==> src/rtl/sprite_pkg.sv <==
// Shared sprite geometry, screen limits, ball velocity type and ball FSM states.
package sprite_pkg;

    localparam int SCREEN_H_RES  = 640;
    localparam int SCREEN_V_RES  = 480;
    localparam int SCREEN_BORDER = 10;
    localparam int BALL_SIDE     = 10;
    localparam int X_POS_W       = 10;
    localparam int Y_POS_W       = 9;
    localparam int SPEED_W       = 4;

    // Axis-aligned rectangle: top-left corner plus exclusive right/bottom edges.
    typedef struct packed {
        logic [X_POS_W-1:0] x_pos;
        logic [Y_POS_W-1:0] y_pos;
        logic [X_POS_W-1:0] right;
        logic [Y_POS_W-1:0] bottom;
    } sprite_t;

    // Per-axis velocity: dir = 1 means increasing coordinate (right / down).
    typedef struct packed {
        logic                 dir;
        logic [SPEED_W-2:0]   mag;
    } vel_t;

    typedef enum logic [2:0] {
        ST_WAIT_SERVE = 3'd0,
        ST_IDLE       = 3'd1,
        ST_MOVE       = 3'd2,
        ST_CHECK      = 3'd3,
        ST_SCORE      = 3'd4
    } ball_state_t;

    localparam logic DIR_LEFT  = 1'b0;
    localparam logic DIR_RIGHT = 1'b1;
    localparam logic DIR_UP    = 1'b0;
    localparam logic DIR_DOWN  = 1'b1;

    localparam logic [X_POS_W-1:0] BALL_X = X_POS_W'(BALL_SIDE);
    localparam logic [Y_POS_W-1:0] BALL_Y = Y_POS_W'(BALL_SIDE);

    localparam logic [Y_POS_W-1:0] TOP_LIMIT    = Y_POS_W'(SCREEN_BORDER);
    localparam logic [Y_POS_W-1:0] BOTTOM_LIMIT = Y_POS_W'(SCREEN_V_RES - SCREEN_BORDER);
    localparam logic [X_POS_W-1:0] LEFT_GOAL    = X_POS_W'(SCREEN_BORDER);
    localparam logic [X_POS_W-1:0] RIGHT_GOAL   = X_POS_W'(SCREEN_H_RES - SCREEN_BORDER);

    // Largest top-left coordinate that keeps the ball fully on screen.
    localparam int X_MAX = SCREEN_H_RES - BALL_SIDE;
    localparam int Y_MAX = SCREEN_V_RES - BALL_SIDE;

    localparam logic [SPEED_W-2:0] INIT_SPEED_B     = (SPEED_W-1)'(4);
    localparam logic [SPEED_W-2:0] DEFLECT_SPEED_X  = (SPEED_W-1)'(4);
    localparam logic [SPEED_W-2:0] DEFLECT_SPEED_Y  = (SPEED_W-1)'(1);
    localparam logic [SPEED_W-2:0] SIDE_HIT_SPEED_Y = (SPEED_W-1)'(5);

    // Serve position: ball centred on screen.
    localparam sprite_t INIT_ST_B = '{
        x_pos:  X_POS_W'((SCREEN_H_RES - BALL_SIDE) / 2),
        y_pos:  Y_POS_W'((SCREEN_V_RES - BALL_SIDE) / 2),
        right:  X_POS_W'((SCREEN_H_RES - BALL_SIDE) / 2 + BALL_SIDE),
        bottom: Y_POS_W'((SCREEN_V_RES - BALL_SIDE) / 2 + BALL_SIDE)
    };

endpackage

==> src/rtl/sprite_overlap.sv <==
// Combinational axis-aligned bounding-box overlap test between two sprites.
module sprite_overlap
    import sprite_pkg::*;
(
    input  sprite_t a_i,
    input  sprite_t b_i,
    output logic    hit_o
);

    // Edges are exclusive, so rectangles that only touch do not overlap.
    assign hit_o = (a_i.x_pos < b_i.right)  && (b_i.x_pos < a_i.right) &&
                   (a_i.y_pos < b_i.bottom) && (b_i.y_pos < a_i.bottom);

endmodule

==> src/rtl/ball_ctrl.sv <==
// Per-frame ball motion, wall/paddle collision, miss detection and re-serve.
module ball_ctrl
    import sprite_pkg::*;
#(
    parameter logic START_DIR_X = 1'b1
) (
    input  logic    clk_i,
    input  logic    rst_i,
    input  logic    frame_tick_i,
    input  logic    serve_i,
    input  sprite_t player_i,
    input  sprite_t enemy_i,
    output sprite_t ball_o,
    output logic    score_p_o,
    output logic    score_e_o,
    output logic    busy_o
);

    // Two spare bits: one for carry past the screen edge, one for sign below zero.
    localparam int XS_W = X_POS_W + 2;
    localparam int YS_W = Y_POS_W + 2;
    localparam logic signed [XS_W-1:0] X_MAX_S = XS_W'(X_MAX);
    localparam logic signed [YS_W-1:0] Y_MAX_S = YS_W'(Y_MAX);

    ball_state_t state_q, state_d;
    logic        move_ph_q, move_ph_d;
    sprite_t     ball_q, ball_d;
    sprite_t     work_q, work_d;
    vel_t        vx_q, vx_d;
    vel_t        vy_q, vy_d;
    logic signed [XS_W-1:0] sx_q, sx_d;
    logic signed [YS_W-1:0] sy_q, sy_d;
    logic        score_p_q, score_p_d;
    logic        score_e_q, score_e_d;

    logic        hit_p, hit_e;
    logic        miss_p, miss_e;
    sprite_t     chk_s;
    vel_t        chk_vx, chk_vy;

    function automatic logic [X_POS_W-1:0] sat_x(input logic signed [XS_W-1:0] v);
        if (v[XS_W-1])    return '0;
        if (v > X_MAX_S)  return X_POS_W'(X_MAX);
        return v[X_POS_W-1:0];
    endfunction

    function automatic logic [Y_POS_W-1:0] sat_y(input logic signed [YS_W-1:0] v);
        if (v[YS_W-1])    return '0;
        if (v > Y_MAX_S)  return Y_POS_W'(Y_MAX);
        return v[Y_POS_W-1:0];
    endfunction

    // Paddle deflection: compare doubled centres to avoid halving odd heights.
    function automatic vel_t deflect(input logic [Y_POS_W-1:0] ball_y,
                                     input logic [Y_POS_W-1:0] pad_top,
                                     input logic [Y_POS_W-1:0] pad_bot,
                                     input vel_t               vy);
        int   off2;
        vel_t v;
        off2 = (2 * int'(ball_y) + BALL_SIDE) - (int'(pad_top) + int'(pad_bot));
        v    = vy;
        if (off2 > -2 * BALL_SIDE && off2 < 2 * BALL_SIDE) begin
            v.mag = DEFLECT_SPEED_Y;
        end else begin
            v.mag = SIDE_HIT_SPEED_Y;
            v.dir = (off2 > 0) ? DIR_DOWN : DIR_UP;
        end
        return v;
    endfunction

    sprite_overlap u_ovl_player (
        .a_i   (work_q),
        .b_i   (player_i),
        .hit_o (hit_p)
    );

    sprite_overlap u_ovl_enemy (
        .a_i   (work_q),
        .b_i   (enemy_i),
        .hit_o (hit_e)
    );

    // Collision resolution on the moved position; axes resolved independently.
    always_comb begin
        chk_s  = work_q;
        chk_vx = vx_q;
        chk_vy = vy_q;
        miss_p = 1'b0;
        miss_e = 1'b0;

        if (work_q.y_pos <= TOP_LIMIT && vy_q.dir == DIR_UP) begin
            chk_s.y_pos = TOP_LIMIT;
            chk_vy.dir  = DIR_DOWN;
        end else if (work_q.bottom >= BOTTOM_LIMIT && vy_q.dir == DIR_DOWN) begin
            chk_s.y_pos = BOTTOM_LIMIT - BALL_Y;
            chk_vy.dir  = DIR_UP;
        end

        // Paddle contact outranks a goal on the same frame.
        if (hit_p && vx_q.dir == DIR_RIGHT) begin
            chk_s.x_pos = player_i.x_pos - BALL_X;
            chk_vx      = '{dir: DIR_LEFT, mag: DEFLECT_SPEED_X};
            chk_vy      = deflect(work_q.y_pos, player_i.y_pos, player_i.bottom, chk_vy);
        end else if (hit_e && vx_q.dir == DIR_LEFT) begin
            chk_s.x_pos = enemy_i.right;
            chk_vx      = '{dir: DIR_RIGHT, mag: DEFLECT_SPEED_X};
            chk_vy      = deflect(work_q.y_pos, enemy_i.y_pos, enemy_i.bottom, chk_vy);
        end else if (work_q.x_pos <= LEFT_GOAL && vx_q.dir == DIR_LEFT) begin
            miss_p = 1'b1;
        end else if (work_q.right >= RIGHT_GOAL && vx_q.dir == DIR_RIGHT) begin
            miss_e = 1'b1;
        end

        chk_s.right  = chk_s.x_pos + BALL_X;
        chk_s.bottom = chk_s.y_pos + BALL_Y;
    end

    // Frame FSM; MOVE takes two cycles (raw sum, then clamp) so ball_o lands on the third edge.
    always_comb begin
        state_d   = state_q;
        move_ph_d = move_ph_q;
        ball_d    = ball_q;
        work_d    = work_q;
        vx_d      = vx_q;
        vy_d      = vy_q;
        sx_d      = sx_q;
        sy_d      = sy_q;
        score_p_d = 1'b0;
        score_e_d = 1'b0;

        case (state_q)
            ST_WAIT_SERVE: begin
                if (serve_i) state_d = ST_IDLE;
            end
            ST_IDLE: begin
                if (frame_tick_i) begin
                    state_d   = ST_MOVE;
                    move_ph_d = 1'b0;
                end
            end
            ST_MOVE: begin
                if (!move_ph_q) begin
                    sx_d = vx_q.dir ? XS_W'(ball_q.x_pos) + XS_W'(vx_q.mag)
                                    : XS_W'(ball_q.x_pos) - XS_W'(vx_q.mag);
                    sy_d = vy_q.dir ? YS_W'(ball_q.y_pos) + YS_W'(vy_q.mag)
                                    : YS_W'(ball_q.y_pos) - YS_W'(vy_q.mag);
                    move_ph_d = 1'b1;
                end else begin
                    work_d.x_pos  = sat_x(sx_q);
                    work_d.y_pos  = sat_y(sy_q);
                    work_d.right  = sat_x(sx_q) + BALL_X;
                    work_d.bottom = sat_y(sy_q) + BALL_Y;
                    move_ph_d     = 1'b0;
                    state_d       = ST_CHECK;
                end
            end
            ST_CHECK: begin
                if (miss_p || miss_e) begin
                    // Re-serve toward whichever side conceded.
                    score_p_d = miss_p;
                    score_e_d = miss_e;
                    ball_d    = INIT_ST_B;
                    vx_d      = '{dir: (miss_p ? DIR_LEFT : DIR_RIGHT), mag: INIT_SPEED_B};
                    vy_d      = '{dir: DIR_DOWN, mag: DEFLECT_SPEED_Y};
                    state_d   = ST_SCORE;
                end else begin
                    ball_d  = chk_s;
                    vx_d    = chk_vx;
                    vy_d    = chk_vy;
                    state_d = ST_IDLE;
                end
            end
            ST_SCORE: begin
                state_d = ST_WAIT_SERVE;
            end
            default: begin
                state_d = ST_WAIT_SERVE;
            end
        endcase
    end

    // Architectural state: FSM, committed ball, velocities and score pulses.
    always_ff @(posedge clk_i or posedge rst_i) begin
        if (rst_i) begin
            state_q   <= ST_WAIT_SERVE;
            move_ph_q <= 1'b0;
            ball_q    <= INIT_ST_B;
            vx_q      <= '{dir: START_DIR_X, mag: INIT_SPEED_B};
            vy_q      <= '{dir: DIR_DOWN, mag: DEFLECT_SPEED_Y};
            score_p_q <= 1'b0;
            score_e_q <= 1'b0;
        end else begin
            state_q   <= state_d;
            move_ph_q <= move_ph_d;
            ball_q    <= ball_d;
            vx_q      <= vx_d;
            vy_q      <= vy_d;
            score_p_q <= score_p_d;
            score_e_q <= score_e_d;
        end
    end

    // Scratch position registers; only meaningful inside MOVE/CHECK.
    always_ff @(posedge clk_i) begin
        work_q <= work_d;
        sx_q   <= sx_d;
        sy_q   <= sy_d;
    end

    assign ball_o    = ball_q;
    assign score_p_o = score_p_q;
    assign score_e_o = score_e_q;
    assign busy_o    = (state_q == ST_MOVE) || (state_q == ST_CHECK) || (state_q == ST_SCORE);

endmodule
==> config.mk <==
export PLATFORM = sky130hd
export DESIGN_NAME = ball_ctrl
export DESIGN_NICKNAME = d
export VERILOG_FILES = /design/src/rtl/sprite_pkg.sv /design/src/rtl/sprite_overlap.sv /design/src/rtl/ball_ctrl.sv
export SDC_FILE = /design/constraint.sdc
export NUM_CORES = 1
export LEC_CHECK = 0
export ABC_CLOCK_PERIOD_IN_PS = 4100
export CORE_UTILIZATION = 35
export DETAILED_ROUTE_END_ITERATION = 10
export PLACE_DENSITY_LB_ADDON = 0.05
export SYNTH_ARGS = -nofsm -noshare
export SYNTH_HDL_FRONTEND = slang
export SYNTH_SLANG_ARGS = --single-unit
==> constraint.sdc <==
create_clock -name clk_i -period 4.1 [get_ports clk_i]
set_input_delay 0.82 -clock clk_i [delete_from_list [all_inputs] [get_ports clk_i]]
set_output_delay 0.82 -clock clk_i [all_outputs]
set_load 0.02 [all_outputs]
==> flow_summary.json, run 1 <==
{
  "die_area_sq_um": 25900,
  "synth_seq_area_share": 0.334,
  "path_class": "primary input to flop",
  "first_iter_violations": 428,
  "critPathArrivalTime_ns": 4.61,
  "fmax_mhz": 229,
  "reg2reg_setup_slack_ns": 0.05,
  "sw_frac_of_total": 0.410,
  "netlist_area_sq_um": 8830,
  "core.rowCount": 57,
  "cts_buffer_depth": 2,
  "setup_viol": 2,
  "synth_area_per_cell_sq_um": 9.20,
  "ys.flop_type": "edfxtp_1",
  "skew_ns": 0.0129,
  "clock_sinks": 105,
  "nNetsFinal": 1398,
  "grt_overflow": 0,
  "power_frac_comb": 0.524,
  "hold-path-cell-count": 1,
  "r2r_cells": 21,
  "hold_class": "flop to flop",
  "timing.rr.end": "vy_q[2]",
  "grt_pass1_wl_mm": 40.2,
  "final_cells": 1522,
  "io_pins": 121,
  "synth_warnings": 0,
  "ir_worst_vdd_mv": 0.379,
  "critPathCaptureType": "flop",
  "synth_compound_gate_area_share": 0.179,
  "synth_top_family_by_area": "adder cells",
  "power.internal_mw": 3.52,
  "post-route-util": 0.478,
  "min_period_ns": 4.37,
  "worstHoldEndpoint": "ball_o[1]",
  "synthMuxAreaShare": 0.0304,
  "vias": 7609,
  "violations": "setup timing",
  "drt_first_pass_iters": 5,
  "hold_slack_ns": 0.488,
  "place_congestion": 0.858,
  "r2r_start": "work_q[19]",
  "antenna_found_initial": 0,
  "h-tree-depth": 3,
  "post_dp_cell_area_sq_um": 11300,
  "p_seq_frac": 0.332,
  "p_leak_nw": 5.15,
  "cts_tree": "built",
  "ys_types": 75,
  "slew_headroom": 0.337,
  "wire_per_inst_microns": 16.6,
  "max_cap_viol_count": 0,
  "grt_pass1_vias": 7445,
  "power_density_nw_per_um2": 508,
  "hold_viol_final": 0,
  "required_ns": 4.34,
  "tightest_slew_ns": 0.979,
  "cp-start-kind": "primary input",
  "startpoint": "player_i[1]",
  "synthToLayoutAreaGrowth_pct": 32.8,
  "drv_slew": 0,
  "synthArstFlopShare": 0.438,
  "finalSetupTns_ns": -0.495,
  "crit_fanout": 3,
  "worstSkewPairLatency_ns": 0.35,
  "path_clk_slew_ns": 0.08,
  "hp-start": "ball_o[1]",
  "rsz0062_at_grt": "yes",
  "fp.dieW_microns": 161,
  "synth-xor-area-share": 0.0634,
  "p_clk_frac": 0.144,
  "synth_fa_ha_area_frac": 0.185,
  "yosys.area_share.simple": 0.149,
  "die_h_microns": 161,
  "fin_area_sq_um": 11700,
  "start_util": 0.360,
  "setup_slack_ns": -0.272,
  "dp_cells": 1495,
  "post-dp-hpwl_mm": 20.6,
  "n_antenna_cell": 0,
  "track_usage": 0.199,
  "ys_ff_latch": 105,
  "cts_buffers": 9,
  "synth_cells": 960,
  "synthTopCellsByArea": "edfxtp_1 (20%), ha_1 (16%), dfstp_2 (6.8%)",
  "outcome": "finished, violations left",
  "synth_top_area_frac": 0.201,
  "drc": 0,
  "port_buffers": 120,
  "wl_mm": 25.3,
  "synth_edf_count": 59,
  "yosys.area.top_type": "edfxtp_1",
  "layout-drive-gt1-share": 0.184,
  "grt_start_max_net_pins": 47,
  "ctsRootBufferMaster": "clkbuf_16",
  "drtAntennaViolNets": 0,
  "core_sq_um": 24500,
  "vias_per_cell": 5.00,
  "syn_nets": 1165,
  "power.switching_mw": 2.44,
  "fin_crit_sh": 1.07
}
-- critical path, cell delays in order --
cell and delay [ns]:
buf_8 0.10, buf_6 0.11, fa_2 0.38, a21oi_2 0.12, nor2_1 0.05, nor2_1 0.16, o21bai_1 0.10, a21oi_2 0.17
xnor2_1 0.14, ha_1 0.26, and2_4 0.18, and3_4 0.18, a32oi_2 0.17, nand3_2 0.11, a21o_1 0.20, a21oi_2 0.16
ha_1 0.27, nor2b_1 0.10, and4_1 0.17, o21ai_1 0.06, o211a_1 0.24, o21ai_1 0.13, a21oi_1 0.07, a21o_1 0.15
-- layout by cell type (no fill, tap or decap), types with 11 or more instances in the layout --
| cell | Yosys | final |
|---|---|---|
| nand2b_1 | 11 | 11 |
| nand3_1 | 22 | 21 |
| dfrtp_1 | 23 | 23 |
| nor2_1 | 78 | 78 |
| xnor2_1 | 43 | 43 |
| mux2i_1 | 19 | 19 |
| buf_4 | 3 | 127 |
| dfstp_2 | 23 | 23 |
| o21a_1 | 13 | 13 |
| o21ai_1 | 18 | 21 |
| nor2b_1 | 11 | 11 |
| o21ai_0 | 40 | 37 |
| nor3_1 | 21 | 20 |
| inv_1 | 100 | 98 |
| ha_1 | 116 | 112 |
| a21oi_1 | 58 | 52 |
| clkdlybuf4s50_1 | 0 | 111 |
| nand2_1 | 70 | 70 |
| a21o_1 | 20 | 20 |
| xor2_1 | 21 | 21 |
| edfxtp_1 | 59 | 59 |
-- routing by layer --
layer / vias up / global-route usage / wire length, microns
met1: 3535 / 0.309 / 13400
met2: 161 / 0.296 / 10600
met3: 9 / 0.0251 / 1260
met5: - / 0 / 0
li1: 3904 / - / -
met4: 0 / 0.0330 / 143
-- cells by family (layout without fill, tap and decap cells) --
logic type	after synthesis	count (layout)
AOI/OAI and AO/OA	239	239
xor gates and xnor gates	64	64
buffers and inverters	129	367
muxes	24	24
and+or+nand+nor	274	274
adders and majority gates	125	125
DFF	105	105
-- per-stage QoR --
stage / total power [mW] / worst slack (ns)
2_1_floorplan: 3.81 / -0.366
4_1_cts: 6.00 / -0.273
5_1_grt: 6.40 / -0.503
6_report: 5.96 / -0.272
3_3_place_gp: 5.09 / -0.964
3_5_place_dp: 5.08 / -1.07
-- state kept, by name (all words and copies together), names as in the netlist --
signal / count
score_e_o: 1
vx_q: 1
sx_q: 12
sy_q: 11
work_q: 36
move_ph_q: 1
score_p_o: 1
vy_q: 3
state_q: 3
ball_o: 36
-- power by group through the flow --
| stage | sequential [mW] | clock [mW] | combinational [mW] |
|---|---|---|---|
| floorplan | 2.03 | 0 | 1.78 |
| global placement | 2.01 | 0 | 3.08 |
| detailed placement | 2.00 | 0 | 3.08 |
| CTS | 1.98 | 0.880 | 3.14 |
| global route | 2.03 | 0.920 | 3.45 |
| finish | 1.98 | 0.859 | 3.12 |
-- cell usage after synthesis (all sizes together), types with 5 or more instances --
| master | count |
|---|---|
| a21oi | 59 |
| ha | 116 |
| o21a | 13 |
| xnor2 | 43 |
| nor2 | 79 |
| nand4 | 8 |
| and2 | 10 |
| a211oi | 10 |
| o31ai | 6 |
| o41ai | 5 |
| nand3 | 22 |
| and3 | 6 |
| clkbuf | 20 |
| o21bai | 11 |
| nor2b | 11 |
| mux2i | 21 |
| nor3 | 21 |
| dfstp | 23 |
| a21o | 20 |
| fa | 9 |
| buf | 8 |
| o21ai | 59 |
| nand2b | 11 |
| nand2 | 70 |
| or2 | 5 |
| edfxtp | 59 |
| or3 | 9 |
| a31oi | 9 |
| nor4 | 10 |
| xor2 | 21 |
| inv | 100 |
| dfrtp | 23 |
-- worst max-delay path by stage --
stage,endpoint,slack (ns),cells after the start
final,vy_q[2],-0.27,24
after CTS,vy_q[2],-0.27,24
after detailed placement,vy_q[2],-1.07,24
after global routing,vy_q[2],-0.50,24
after floorplan,vy_q[2],-0.37,23
after global placement,vy_q[2],-0.96,24
-- final cells by class --
class	instances	area (sq um)
fillers	2386	12800
repair buffers	250	2210
well taps	324	405
multi-input cells	726	5490
clock buffers	9	225
inverters	101	379
clock inverters	7	72.6
flip-flops and latches	105	2950
-- timing repair --
item	CTS	global route
setup endpoints to repair	2	4
pin swaps	30	5
resized for setup	40	6
hold buffers	0	0
setup buffers	11	0
No activity file was read; power rests on OpenSTA's default activity.
==> inputs of run 2 (changes only) <==
--- a/config.mk
+++ b/config.mk
@@ -11,4 +11,5 @@
 export PLACE_DENSITY_LB_ADDON = 0.05
 export SYNTH_ARGS = -nofsm -noshare
 export SYNTH_HDL_FRONTEND = slang
+export SYNTH_HIERARCHICAL = 1
 export SYNTH_SLANG_ARGS = --single-unit
==> run 2 against run 1 <==
  * The flow still finishes with violations (setup timing)
  * Largest power group unchanged
  * Setup slack improved by 0.11 ns
  * Total power increased by 4.4%
  * Highest routed layer unchanged
  * Critical endpoint is now vy_q[3]
  * Worst hold slack got worse by 0.0026 ns
  * Count of clock-buffer cells in the layout unchanged
==> flow_summary.json, run 2 <==
{
  "synth_cells": 974,
  "critPathArrivalTime_ns": 4.55,
  "port_buffers": 120,
  "dp_cells": 1570,
  "synth_edf_count": 59,
  "synth_warnings": 6,
  "drt_first_pass_iters": 5,
  "cts_hold_buffers": 0,
  "final_cells": 1597,
  "synthToLayoutAreaGrowth_pct": 38.5,
  "p_leak_nw": 5.71,
  "track_usage": 0.218,
  "synthTopCellsByArea": "edfxtp_1 (20%), ha_1 (16%), dfstp_2 (6.8%)",
  "core_sq_um": 25100,
  "start_util": 0.355,
  "core.rowCount": 58,
  "wl_mm": 28.2,
  "h-tree-depth": 3,
  "syn_nets": 1179,
  "fin_crit_sh": 1.04,
  "grt_start_max_net_pins": 45,
  "power_density_nw_per_um2": 504,
  "post-dp-hpwl_mm": 23.2,
  "drtAntennaViolNets": 0,
  "cp.buffers_inverters": 2,
  "fp.dieW_microns": 162,
  "outcome": "finished, violations left",
  "grt_pass1_vias": 7777,
  "cp-start-kind": "flop",
  "synthArstFlopShare": 0.438,
  "wire_per_inst_microns": 17.7,
  "max_cap_viol_count": 0,
  "slowest_delay_ns": 0.53,
  "finalSetupTns_ns": -0.183,
  "ys_ff_latch": 105,
  "die_area_sq_um": 26100,
  "skew_ns": 0.0135,
  "cp_top_family": "adder cells",
  "antenna_found_initial": 0,
  "crit_fanout": 6,
  "rsz0062_at_grt": "yes",
  "critPathCaptureType": "flop",
  "layout_commonest_cell": "buf_4",
  "mostFrequentLayoutCells": "buf_4 (183), inv_1 (114), ha_1 (111)",
  "first_iter_violations": 449,
  "grt_overflow": 0,
  "slew_headroom": 0.361,
  "grt_pass1_wl_mm": 43.3,
  "path_class": "flop to flop",
  "ys_top_cells_by_count": "ha_1 (116), inv_1 (116), nor2_1 (84)",
  "setup_viol": 2,
  "synth_top_area_frac": 0.199,
  "place_congestion": 0.851,
  "cp_slowest_cell": "or4_1",
  "ys_types": 81,
  "ys.flop_type": "edfxtp_1",
  "yosys.area.top_type": "edfxtp_1",
  "netlist_area_sq_um": 8910,
  "fmax_mhz": 235,
  "synth_seq_area_share": 0.331,
  "cts_buffers": 9,
  "hold_viol_final": 0,
  "synth_area_per_cell_sq_um": 9.15,
  "p_total_mw": 6.22,
  "cts_tree": "built",
  "n_antenna_cell": 0,
  "path_clk_slew_ns": 0.07,
  "vias_per_cell": 4.97,
  "post-route-util": 0.492,
  "drc": 0,
  "vias": 7937,
  "cts_buffer_depth": 2,
  "min_period_ns": 4.26,
  "nNetsFinal": 1467,
  "tightest_slew_ns": 0.957,
  "die_h_microns": 162,
  "violations": "setup timing",
  "required_ns": 4.39,
  "clock_sinks": 105,
  "setup_slack_ns": -0.160,
  "layout-drive-gt1-share": 0.241,
  "ctsRootBufferMaster": "clkbuf_16",
  "worstSkewPairLatency_ns": 0.36,
  "ir_worst_vdd_mv": 0.349,
  "path_cells": "ha_1 > o21ai_1 > buf_4 > xnor2_1 > fa_1 > ha_1 > o2111ai_1 > a32oi_1 > xnor2_1 > nand4_2 > or4_1 > a31oi_1 > buf_4 > a31oi_1 > o22a_1",
  "hold_slack_ns": 0.486,
  "hold_class": "flop to flop",
  "drv_slew": 0,
  "io_pins": 121
}
run 2: through the flow:
step / cell area, sq um / setup WS [ns]
after floorplan: 8950 / -0.183
after global placement: 11800 / -0.777
after detailed placement: 11800 / -0.868
after CTS: 12200 / -0.203
after global routing: 12300 / -0.332
final: 12300 / -0.160
run 2: final cells by class:
| type | instances | area (sq um) |
|---|---|---|
| tap | 330 | 413 |
| multi-input combinational | 725 | 5620 |
| inverter | 117 | 442 |
| clock inverter | 7 | 77.6 |
| clock buffer | 9 | 225 |
| timing repair buffer | 304 | 2620 |
| fill | 2460 | 12800 |
| sequential | 105 | 2950 |
run 2: final timing paths:
kind / start / to / slack [ns] / cells past startpoint
setup / recovery: work_q[20] / vy_q[3] / -0.16 / 15
hold / removal: ball_o[10] / ball_o[10] / 0.49 / 1
setup reg to reg: work_q[20] / vy_q[3] / -0.16 / 15
hold reg to reg: ball_o[10] / ball_o[10] / 0.49 / 1
max in group asynchronous: rst_i / ball_o[24] / 2.40 / 3
min in group asynchronous: rst_i / ball_o[10] / 1.00 / 2
run 2: power by group:
group          total, mW  internal (mW)  switching (mW)  leakage (nW)
Sequential          1.97           1.60           0.376          1.07
Combinational       3.36           1.63            1.73          4.49
Clock              0.889          0.479           0.409         0.148
run 2: timing repair:
| item | CTS | global route |
|---|---|---|
| buffers inserted | 4 | 8 |
| endpoints found under the setup margin | 9 | 12 |
| pin swaps | 22 | 30 |
| resized for setup | 43 | 36 |
run 2: metal layers:
| metal | vias up | wire length (microns) | GRT usage |
|---|---|---|---|
| li1 | 4043 | - | - |
| met3 | 11 | 1070 | 0.0300 |
| met2 | 155 | 12200 | 0.336 |
| met5 | - | 0 | 0 |
| met1 | 3728 | 14700 | 0.327 |
| met4 | 0 | 215 | 0.0334 |
run 2: cells by family after synthesis:
logic type                 synth area share
adders and majority gates             0.183
xor gates and xnor gates             0.0668
DFF                                   0.331
muxes                                0.0143
buffers and inverters                0.0633
and+or+nand+nor                       0.174
AOI/OAI and AO/OA                     0.167
==> inputs of run 3 (changes only) <==
--- a/config.mk
+++ b/config.mk
@@ -8,6 +8,7 @@
 export ABC_CLOCK_PERIOD_IN_PS = 4100
 export CORE_UTILIZATION = 35
 export DETAILED_ROUTE_END_ITERATION = 10
+export HOLD_SLACK_MARGIN = 0.12
 export PLACE_DENSITY_LB_ADDON = 0.05
 export SYNTH_ARGS = -nofsm -noshare
 export SYNTH_HDL_FRONTEND = slang
==> results of run 3 <==
Same layout as run 2: the final DEF is identical, and so are final timing and power.
